`src/rtl/fc_backprop_engine.sv`:
```
// fc_backprop_engine: backward pass of a square fully connected layer.
// Computes err_in[i] = sum_j W[i][j] * err_out[j] with one shared MAC,
// one product per clock, L*L clocks per vector. Weight packing matches the
// forward layer: W[i][j] at weight_vector[(i*L+j)*DATA_WIDTH +: DATA_WIDTH].
// Optional feature macro: FC_BP_SATURATE_EN clamps each result to the largest
// unsigned DATA_WIDTH value instead of wrapping.
//
// Handshake: start is sampled only while idle (busy=0); a start seen in any
// other state is dropped, not queued. Operands are latched on the accepting
// edge. done pulses high for exactly one cycle, and during that cycle
// err_in_vector holds the fresh result. err_in_vector changes on no other edge.
module fc_backprop_engine #(
  parameter int DATA_WIDTH  = 4,
  parameter int LAYER_WIDTH = 2
) (
  input  logic                                       clk,
  input  logic                                       rst_n,
  input  logic                                       start,
  input  logic [DATA_WIDTH*LAYER_WIDTH*LAYER_WIDTH-1:0] weight_vector,
  input  logic [DATA_WIDTH*LAYER_WIDTH-1:0]          err_out_vector,
  output logic                                       busy,
  output logic                                       done,
  output logic [DATA_WIDTH*LAYER_WIDTH-1:0]          err_in_vector
);

  localparam int L         = LAYER_WIDTH;
  localparam int ACC_WIDTH = 2*DATA_WIDTH + $clog2(LAYER_WIDTH) + 1;
  localparam int PROD_W    = 2*DATA_WIDTH;
  localparam int CNT_W     = (L > 1) ? $clog2(L) : 1;
  localparam int W_BITS    = DATA_WIDTH*L*L;
  localparam int V_BITS    = DATA_WIDTH*L;
  localparam logic [ACC_WIDTH-1:0] ELEM_MAX = ACC_WIDTH'({DATA_WIDTH{1'b1}});

  typedef enum logic [1:0] {
    S_IDLE = 2'd0,
    S_MAC  = 2'd1,
    S_DONE = 2'd2
  } state_t;

  state_t                 state_q, state_d;
  logic [W_BITS-1:0]      w_q, w_d;
  logic [V_BITS-1:0]      e_q, e_d;
  logic [ACC_WIDTH-1:0]   acc_q, acc_d;
  logic [CNT_W-1:0]       i_q, i_d;
  logic [CNT_W-1:0]       j_q, j_d;
  logic [V_BITS-1:0]      buf_q, buf_d;
  logic [V_BITS-1:0]      err_in_q, err_in_d;
  logic                   done_q, done_d;

  logic [DATA_WIDTH-1:0]  w_sel;
  logic [DATA_WIDTH-1:0]  e_sel;
  logic [PROD_W-1:0]      prod;
  logic [ACC_WIDTH-1:0]   acc_sum;
  logic [DATA_WIDTH-1:0]  elem;
  logic                   last_i;
  logic                   last_j;

  // Select the current operands W[i][j] and err_out[j] from the latched copies
  always_comb begin
    w_sel = '0;
    e_sel = '0;
    for (int ii = 0; ii < L; ii++) begin
      for (int jj = 0; jj < L; jj++) begin
        if (i_q == CNT_W'(ii) && j_q == CNT_W'(jj)) begin
          w_sel = w_q[(ii*L+jj)*DATA_WIDTH +: DATA_WIDTH];
        end
      end
    end
    for (int jj = 0; jj < L; jj++) begin
      if (j_q == CNT_W'(jj)) begin
        e_sel = e_q[jj*DATA_WIDTH +: DATA_WIDTH];
      end
    end
  end

  // Multiply-accumulate and reduce the running sum to an output element
  always_comb begin
    prod    = PROD_W'(w_sel) * PROD_W'(e_sel);
    acc_sum = acc_q + ACC_WIDTH'(prod);
    last_i  = (i_q == CNT_W'(L-1));
    last_j  = (j_q == CNT_W'(L-1));
`ifdef FC_BP_SATURATE_EN
    if (acc_sum > ELEM_MAX) begin
      elem = '1;
    end else begin
      elem = acc_sum[DATA_WIDTH-1:0];
    end
`else
    elem = acc_sum[DATA_WIDTH-1:0];
`endif
  end

  // Next-state and datapath control: IDLE -> MAC -> DONE -> IDLE
  always_comb begin
    state_d  = state_q;
    w_d      = w_q;
    e_d      = e_q;
    acc_d    = acc_q;
    i_d      = i_q;
    j_d      = j_q;
    buf_d    = buf_q;
    err_in_d = err_in_q;
    done_d   = 1'b0;
    case (state_q)
      S_IDLE: begin
        if (start) begin
          w_d     = weight_vector;
          e_d     = err_out_vector;
          acc_d   = '0;
          i_d     = '0;
          j_d     = '0;
          state_d = S_MAC;
        end
      end
      S_MAC: begin
        if (last_j) begin
          // Row i finished: park its element, start the next row
          for (int ii = 0; ii < L; ii++) begin
            if (i_q == CNT_W'(ii)) begin
              buf_d[ii*DATA_WIDTH +: DATA_WIDTH] = elem;
            end
          end
          acc_d = '0;
          j_d   = '0;
          if (last_i) begin
            // Publish the whole buffer, including the element just produced
            err_in_d = buf_d;
            done_d   = 1'b1;
            i_d      = '0;
            state_d  = S_DONE;
          end else begin
            i_d = i_q + CNT_W'(1);
          end
        end else begin
          acc_d = acc_sum;
          j_d   = j_q + CNT_W'(1);
        end
      end
      S_DONE: begin
        state_d = S_IDLE;
      end
      default: begin
        state_d = S_IDLE;
      end
    endcase
  end

  // State and datapath registers; reset aborts any operation in flight
  always_ff @(posedge clk or negedge rst_n) begin
    if (!rst_n) begin
      state_q  <= S_IDLE;
      w_q      <= '0;
      e_q      <= '0;
      acc_q    <= '0;
      i_q      <= '0;
      j_q      <= '0;
      buf_q    <= '0;
      err_in_q <= '0;
      done_q   <= 1'b0;
    end else begin
      state_q  <= state_d;
      w_q      <= w_d;
      e_q      <= e_d;
      acc_q    <= acc_d;
      i_q      <= i_d;
      j_q      <= j_d;
      buf_q    <= buf_d;
      err_in_q <= err_in_d;
      done_q   <= done_d;
    end
  end

  assign busy          = (state_q != S_IDLE);
  assign done          = done_q;
  assign err_in_vector = err_in_q;

endmodule
```
`config.mk`:
```
export PLATFORM = sky130hd
export DESIGN_NAME = fc_backprop_engine
export DESIGN_NICKNAME = d
export VERILOG_FILES = /design/src/rtl/fc_backprop_engine.sv
export SDC_FILE = /design/constraint.sdc
export NUM_CORES = 1
export LEC_CHECK = 0
export ABC_AREA = 1
export CAP_MARGIN = 10
export CORE_MARGIN = 2
export CORE_UTILIZATION = 45
export DETAILED_ROUTE_END_ITERATION = 7
export DONT_BUFFER_PORTS = 1
export GPL_ROUTABILITY_DRIVEN = 1
export SLEW_MARGIN = 30
export SYNTH_ARGS = -nofsm -noshare
export SYNTH_HDL_FRONTEND = slang
export SYNTH_SLANG_ARGS = --single-unit
```
`constraint.sdc`:
```
create_clock -name clk -period 4 [get_ports clk]
set_clock_uncertainty 0.1 [all_clocks]
set_input_delay 0.6 -clock clk [delete_from_list [all_inputs] [get_ports clk]]
set_output_delay 0.6 -clock clk [all_outputs]
set_load 0.01 [all_outputs]
```
======== Yosys cells after proc, flatten, opt, wreduce, memory -nomap -nowiden ========
Index checks and enable logic that the tools add are counted.
storage, ports and cells
  input bits .............................. 27
  register bits ........................... 55
cells by class
  multiply operators ...................... 1
  bitwise gates (word level) .............. 2
  equal/unequal tests ..................... 4
  reductions and logical operators ........ 13
  add/subtract/negate cells ............... 3
  muxes and demuxes ....................... 23
operator list
  cell                 number
  $mux 4               7
  $mux 10              2
  $pmux 10 s2          1
  $add 10x8->10        1
  $reduce_and 3->1     3
  $mul 4x4->8          1
  $mux 1               7
  $mux 2               3
  $ne 2x2->1 const B   3
  $reduce_and 2->1     3
  $logic_and 1x1->1    4
  $pmux 1 s2           2
  $pmux 2 s2           1
  $reduce_bool 2->1    2
  $add 1x1->1 const B  2
  $eq 2x1->1 const B   1
  $logic_not 2->1      1
  $not 1->1            2

======== Logic depth before layout (Yosys ltp) ========
Gate-level depths: netlist of run 1.
  depth after elaboration ................. 10
  mapped depth ............................ 22
  depth with buffers taken out ............ 21

======== Worst setup path after synthesis of run 1 ========
OpenSTA, ideal clock, no wires.
  path kind ............................... register -> register
  from .................................... register j_q
  to ...................................... register acc_q[3]
  setup slack ............................. 594 ps
  cell stages (with the launch flop) ...... 20
  buffers on the path ..................... 2
  data arrival time ....................... 3,189 ps
  library setup time ...................... 117 ps
  clock period less this slack ............ 3,406 ps
  path through ............................ dfrtp_1 buf_6 buf_6 nand3_2 nand3_2 nor2_4 nor2_1 ha_1 ha_1 fa_1 inv_1 fa_1 xnor2_1 nand4_1 nand2_1 nand2_1 nand2_1 nand2_1 nand3_1 nand2_1
between the ends
  longest elaborated chain between the ends .. 10
RTL lines
  item                    line  source
  start, declared         45    logic [CNT_W-1:0] j_q, j_d;
  start signal, assigned  166   j_q <= j_d;
  $not 1->1               n/a
  $logic_and 1x1->1       64    if (i_q == CNT_W'(ii) && j_q == CNT_W'(jj)) begin
  $mux 4 (4 in series)    64
  $mul 4x4->8             78    prod = PROD_W'(w_sel) * PROD_W'(e_sel);
  $add 10x8->10           79    acc_sum = acc_q + ACC_WIDTH'(prod);
  $mux 10 (*)             116   if (last_j) begin
  $pmux 10 s2 (*)         104   case (state_q)
  end signal, assigned    154   acc_q <= '0;
  end signal, assigned    164   acc_q <= acc_d;
  end, declared           43    logic [ACC_WIDTH-1:0] acc_q, acc_d;
Mark *: on every way between the ends. The rest lies on a longest branch, timed or not.
A chain may end at the register's enable or synchronous reset.

======== Final worst setup path of run 1 ========
  from .................................... register j_q
  to ...................................... register err_in_q[7] (netlist: err_in_vector[7])
between the ends
  longest elaborated chain between the ends .. 9
RTL lines
  item                  line  source
  $not 1->1             n/a
  $logic_and 1x1->1     64
  $mux 4 (4 in series)  64
  $mul 4x4->8           78
  $add 10x8->10         79
  $mux 4                119   if (i_q == CNT_W'(ii)) begin
  end signal, assigned  168   err_in_q <= err_in_d;
  end, declared         47    logic [V_BITS-1:0] err_in_q, err_in_d;
Several ways; a longest one is shown, not always the timed one.

==> results of run 1 <==
==> synthesized netlist by cell type, drive strengths merged <==
cell    number  area [µm²]
a21oi        9       45.04
a32o         2       20.02
buf          4       38.78
clkbuf       4       15.01
dfrtp       45        1126
fa           2       40.04
ha           6       75.07
inv         34       127.6
mux2        15       168.9
nand2       56       217.7
nand3       24       140.1
nand4        1       6.260
nor2        35       161.4
o21ai       12       71.32
or2          1       6.260
xnor2        2       17.52
==> critical path, cell delays in order, from the launching register on <==
cell	delay, ns
sky130_fd_sc_hd__dfrtp_2	0.49
sky130_fd_sc_hd__buf_6	0.17
sky130_fd_sc_hd__nand3_1	0.08
sky130_fd_sc_hd__nand2_1	0.07
sky130_fd_sc_hd__nor2_2	0.15
sky130_fd_sc_hd__inv_1	0.09
sky130_fd_sc_hd__nor2_1	0.10
sky130_fd_sc_hd__ha_1	0.24
sky130_fd_sc_hd__ha_1	0.30
sky130_fd_sc_hd__fa_1	0.51
sky130_fd_sc_hd__inv_1	0.05
sky130_fd_sc_hd__fa_1	0.46
sky130_fd_sc_hd__xnor2_2	0.15
sky130_fd_sc_hd__nand4_1	0.16
sky130_fd_sc_hd__nand2_1	0.12
sky130_fd_sc_hd__nand2_1	0.05
sky130_fd_sc_hd__nand2_1	0.08
sky130_fd_sc_hd__nand2_1	0.07
sky130_fd_sc_hd__nand3_1	0.09
sky130_fd_sc_hd__nand2_1	0.05
==> metal layers <==
metal  wire (µm)  GRT usage [%]  vias up  part of all wire [%]
met2        1826          25.83       40                    42
li1            -              -      807                     -
met3         215          4.552       12                   5.0
met4         117          8.967        0                   2.7
met1        2141          24.66      747                    50
met5           0              0        -                     0
==> through the flow <==
step	instances	utilization, %	instance area [µm²]	worst slack, ns
finish	325	52.29	2502	0.3168
global route	325	52.29	2502	0.0006439
CTS	322	51.53	2466	0.2278
detailed placement	313	48.52	2322	0.2583
global placement	313	48.52	2322	0.3041
floorplan	252	-	2277	0.5936
==> sequential cells by signal (all words and copies together), names as in the netlist <==
register       count
j_q                1
i_q                1
err_in_vector      8
state_q            2
e_q                8
w_q               16
acc_q              4
done               1
buf_q              4
==> layout make-up <==
| cell class | instances | area [µm²] |
|---|---|---|
| Sequential cell | 45 | 1129 |
| Fill cell | 459 | 2283 |
| Multi-Input combinational cell | 165 | 977.2 |
| Clock inverter | 1 | 30.03 |
| Timing Repair Buffer | 6 | 68.82 |
| Tap cell | 67 | 83.83 |
| Inverter | 34 | 127.6 |
| Clock buffer | 7 | 86.33 |
==> kinds of logic after synthesis <==
kind of cell | after synthesis | share of synthesized area, %
buffers and inverters | 42 | 7.966
AND/OR/NAND/NOR | 117 | 23.35
flip-flops | 45 | 49.45
XOR/XNOR | 2 | 0.7694
adder cells (fa/ha/maj) | 8 | 5.055
multiplexers | 15 | 7.417
AO/OA/AOI/OAI | 23 | 5.989
==> worst max-delay path by stage <==
stage	slack (ns)	depth (start not counted)	to
final	0.32	19	err_in_vector[7]
after global placement	0.30	19	err_in_vector[7]
after global routing	0.0006	21	buf_q[3]
after detailed placement	0.26	19	err_in_vector[7]
after CTS	0.23	19	acc_q[3]
after floorplan	0.59	19	acc_q[3]
==> repair_timing <==
item	in CTS	in global routing
resized for setup	0	4
endpoints found under the hold margin	45	0
setup buffers	0	3
setup endpoints to repair	0	3
hold buffers	1	0
==> reports/summary.txt, run 1 <==
Pin count of the biggest net entering global routing: 46
Synthesized cell area: 2277 µm²
Global-route wire length before repair: 7348 µm
Initial antenna violation count: 0
Average wire per standard cell: 13.23 µm
Post-detailed-routing wire length: 4301 µm
Number of register bits inferred by synthesis: 45
RePlAce Congestion: 0.8542
Unrepaired setup endpoints after global routing: false
Max-capacitance violation count: 0
Area growth from synthesis to final layout: 9.890%
Count of endpoints failing hold in the final timing report: 0
Net Count, Synth: 287
Die Ht: 75.14 µm
Cell count after synthesis: 252
Drt drc: 0
Mean cell area of the mapped netlist: 9.036 µm²
Highest clock rate: 271.5 MHz
Destination of the worst register-to-register timing path: err_in_vector[7]
Number of warnings issued by yosys: 0
Run status: finished, final reports clean
Number of sinks on the clock net: 45
Worst Reg-to-Reg Cells: 19
Critical path peak fanout: 9
Leading cell type in the layout, fill and taps excluded: sky130_fd_sc_hd__nand2_1
Data arrival, critical path: 3.77 ns
Number of pins exceeding their max-slew limit in the final report: 0
Boundary Pins: 37
Ant. Diodes: 0
Layout cells sized above 1: 19.38%
1st-pass router iterations: 4
TritonCTS clock tree: yes
Routed Antenna Nets: 0
Kind of critical path: flip-flop to flip-flop
Tmin final: 3.683 ns
Type of element capturing the critical path: flip-flop
Data required time at the worst endpoint: 4.09 ns
Initial standard-cell utilization of the core: 47.58%
Final setup violation count: 0
Overall track demand over capacity in global routing: 17.76%
Clk Tree Root Cell: sky130_fd_sc_hd__clkbuf_8
Grt total ovfl: 0
Die X-Extent: 75.14 µm
Clock-pin slew on the worst setup and hold paths: 0.08 ns
Reg2reg setup slack: 0.32 ns
Most frequent cells in the layout: sky130_fd_sc_hd__nand2_1 (55), sky130_fd_sc_hd__dfrtp_1 (43), sky130_fd_sc_hd__inv_1 (29), sky130_fd_sc_hd__nor2_1 (29), sky130_fd_sc_hd__nand3_1 (20)
Worst-margin pin slew: 0.8426 ns
Number of H-tree levels: 2
Vias per cell: 4.942
Cell Rows: 25
Vias: 1606
Share of the clock period used by the worst path: 92.08%
Vias in the first global route: 1610
Buffers from clock root to sink, at most: 2
Worst hold-check path type: input pin to async pin
Part of the Yosys area used for sequential elements: 49.45%
Setup_tns: 0 ns
1st-iter DRT viols: 57
Total core area: 4786 µm²
Insertion delay of the later-clocked pin in the worst-skew pair: 0.30 ns
Worst hold slack: 0.03208 ns
Worst setup startpoint: j_q
Post-detailed-placement half-perimeter wirelength: 3118 µm
Nets@finish: 292
Relative slew margins: 43.69%
Die area: 5645 µm²
TritonCTS buffer count: 5
Kind of launch point of the worst setup path: flip-flop
Critical register-to-register path startpoint: j_q
Total of buffers placed on input and output ports: 0
Post-synthesis cell type count: 24
Power of run 1 is left out: the tool's default activity adds up to more than one toggle a clock period on the data nets, which glitch-free logic cannot reach.
==> run 2: changes to the inputs <==
Settings changed: CORE_UTILIZATION 45 to 55, PLACE_DENSITY from default to 0.7.
==> run 2 against run 1 <==
Utilization up 8.5 points. Fmax up 0.91%. Final cell count down 5.5%. Sequential share of layout area up 1.3 points. Flip-flop and latch count unchanged. Critical path type unchanged. Largest cell class unchanged. Highest routed layer unchanged.
==> reports/summary.txt, run 2 (synthesis gave the netlist of run 1 again) <==
Run status: finished, final reports clean
Worst hold-check path type: input pin to async pin
1st-iter DRT viols: 69 (+21%)
Final setup violation count: 0 (unchanged)
Routed length on met3: 208 µm (-3.3%)
Clock-pin slew on the worst setup and hold paths: 0.08 ns (about the same)
Nets@finish: 292 (unchanged)
Pin count of the biggest net entering global routing: 46 (unchanged)
Grt total ovfl: 0 (unchanged)
Die Ht: 68.35 µm (-9.0%)
Vias: 1562 (-2.7%)
Post-detailed-routing wire length: 4230 µm (-1.7%)
Most flops, register: w_q
TritonCTS buffer count: 5 (unchanged)
RePlAce Congestion: 0.9230 (+8.1%)
Overall track demand over capacity in global routing: 20.60% (+2.8 points)
Total of fill cells in the finished design: 360 (-22%)
Die area: 4671 µm² (-17%)
Global-route wire length before repair: 6810 µm (-7.3%)
Clk Tree Root Cell: sky130_fd_sc_hd__clkbuf_8
Cell Rows: 23 (-8.0%)
Worst Reg-to-Reg Cells: 19 (unchanged)
Kind of critical path: flip-flop to flip-flop
Kind of launch point of the worst setup path: flip-flop
Worst setup startpoint: j_q
Drt drc: 0 (unchanged)
Ant. Diodes: 0 (unchanged)
TritonCTS clock tree: yes
Destination of the critical timing path: acc_q[3]
Highest clock rate: 274.0 MHz (+0.91%)
Routed Antenna Nets: 0 (unchanged)
Post-detailed-placement half-perimeter wirelength: 3212 µm (+3.0%)
Total of buffers placed on input and output ports: 0 (unchanged)
Vias in the first global route: 1443 (-10%)
Data required time at the worst endpoint: 4.08 ns (about the same)
Type of element capturing the critical path: flip-flop
Leading cell type in the layout, fill and taps excluded: sky130_fd_sc_hd__nand2_1
Insertion delay of the later-clocked pin in the worst-skew pair: 0.29 ns (about the same)
Count of endpoints failing hold in the final timing report: 0 (unchanged)
1st-pass router iterations: 4 (unchanged)
Boundary Pins: 37 (unchanged)
Data arrival, critical path: 3.73 ns (-0.04 ns)
Max-capacitance violation count: 0 (unchanged)
Critical register-to-register path startpoint: j_q
Tmin final: 3.650 ns (-0.03333 ns)
Unrepaired setup endpoints after global routing: false
Destination of the worst register-to-register timing path: acc_q[3]
Layout cells sized above 1: 18.68% (-0.70 points)
Critical path peak fanout: 10 (+1)
Reg2reg setup slack: 0.35 ns (+0.03 ns)
Total core area: 4000 µm² (-16%)
Number of sinks on the clock net: 45 (unchanged)
Die X-Extent: 68.35 µm (-9.0%)
Detailed-route wire length on metal 1: 2049 µm (-4.3%)
Worst-margin pin slew: 0.7668 ns (-0.07582 ns)
Number of pins exceeding their max-slew limit in the final report: 0 (unchanged)
Top routing layer in use: met4
Relative slew margins: 48.76% (+5.1 points)
Initial standard-cell utilization of the core: 56.93% (+9.3 points)
Most frequent cells in the layout: sky130_fd_sc_hd__nand2_1 (55), sky130_fd_sc_hd__dfrtp_1 (43), sky130_fd_sc_hd__inv_1 (29), sky130_fd_sc_hd__nor2_1 (29), sky130_fd_sc_hd__nand3_1 (20)
Routed met2 length: 1907 µm (+4.4%)
Setup_tns: 0 ns (unchanged)
Share of the clock period used by the worst path: 91.25% (-0.83 points)
Initial antenna violation count: 0 (unchanged)
Flip-flop count of the largest register after layout: 16 (unchanged)
Area growth from synthesis to final layout: 6.813%
Number of H-tree levels: 2 (unchanged)
Average wire per standard cell: 13.78 µm (+4.1%)
Buffers from clock root to sink, at most: 2 (unchanged)
Vias per cell: 5.088 (+3.0%)
-- run 2: metal layers --
layer,global-route usage [%],vias up
li1,-,804
met1,29.15,723
met2,30.95,30
met3,5.263,5
met4,6.750,0
met5,0,-
-- run 2: worst min path at each step --
stage / to
final: w_q[2]
after global routing: w_q[7]
after CTS: w_q[2]
after detailed placement: w_q[2]
after global placement: w_q[2]
after floorplan: acc_q[0]
-- run 2: timing repair --
item | CTS | global route
gates resized for setup | 0 | 2
setup endpoints to repair | 0 | 3
endpoints found under the hold margin | 45 | 0
buffers inserted | 0 | 2
hold buffers | 1 | 0
-- run 2: stage by stage --
| step | hold WS, ns | std cells | utilization, % | area [µm²] | setup slack [ns] |
|---|---|---|---|---|---|
| after floorplan | 0.2044 | 252 | - | 2277 | 0.5936 |
| after global routing | 0.06080 | 307 | 60.81 | 2432 | 0.01908 |
| after detailed placement | 0.2049 | 297 | 57.71 | 2308 | 0.2444 |
| after global placement | 0.2051 | 297 | 57.71 | 2308 | 0.3096 |
| final | 0.04321 | 307 | 60.81 | 2432 | 0.3501 |
| after CTS | 0.05154 | 305 | 60.37 | 2415 | 0.2337 |
-- run 2: critical path, stage by stage, from the launching register on --
cell                      delay, ns
sky130_fd_sc_hd__dfrtp_2       0.44
sky130_fd_sc_hd__buf_4         0.19
sky130_fd_sc_hd__nand3_1       0.10
sky130_fd_sc_hd__nand2_1       0.07
sky130_fd_sc_hd__nor2_2        0.14
sky130_fd_sc_hd__inv_1         0.08
sky130_fd_sc_hd__nor2_1        0.10
sky130_fd_sc_hd__ha_1          0.24
sky130_fd_sc_hd__ha_1          0.29
sky130_fd_sc_hd__fa_1          0.50
sky130_fd_sc_hd__inv_1         0.05
sky130_fd_sc_hd__fa_1          0.44
sky130_fd_sc_hd__xnor2_1       0.19
sky130_fd_sc_hd__nand4_1       0.16
sky130_fd_sc_hd__nand2_1       0.11
sky130_fd_sc_hd__nand2_1       0.05
sky130_fd_sc_hd__nand2_1       0.07
sky130_fd_sc_hd__nand2_1       0.07
sky130_fd_sc_hd__nand3_1       0.08
sky130_fd_sc_hd__nand2_1       0.06
-- run 2: area by class of cell --
type / instances / area, µm² / area share (%)
timing repair buffer: 6 / 57.56 / 2.366
inverter: 34 / 127.6 / 5.247
multi-input combinational: 165 / 969.7 / 39.87
tap: 50 / 62.56 / 2.572
clock buffer: 7 / 86.33 / 3.549
sequential: 45 / 1129 / 46.40
Power of run 2 is left out for the same reason.
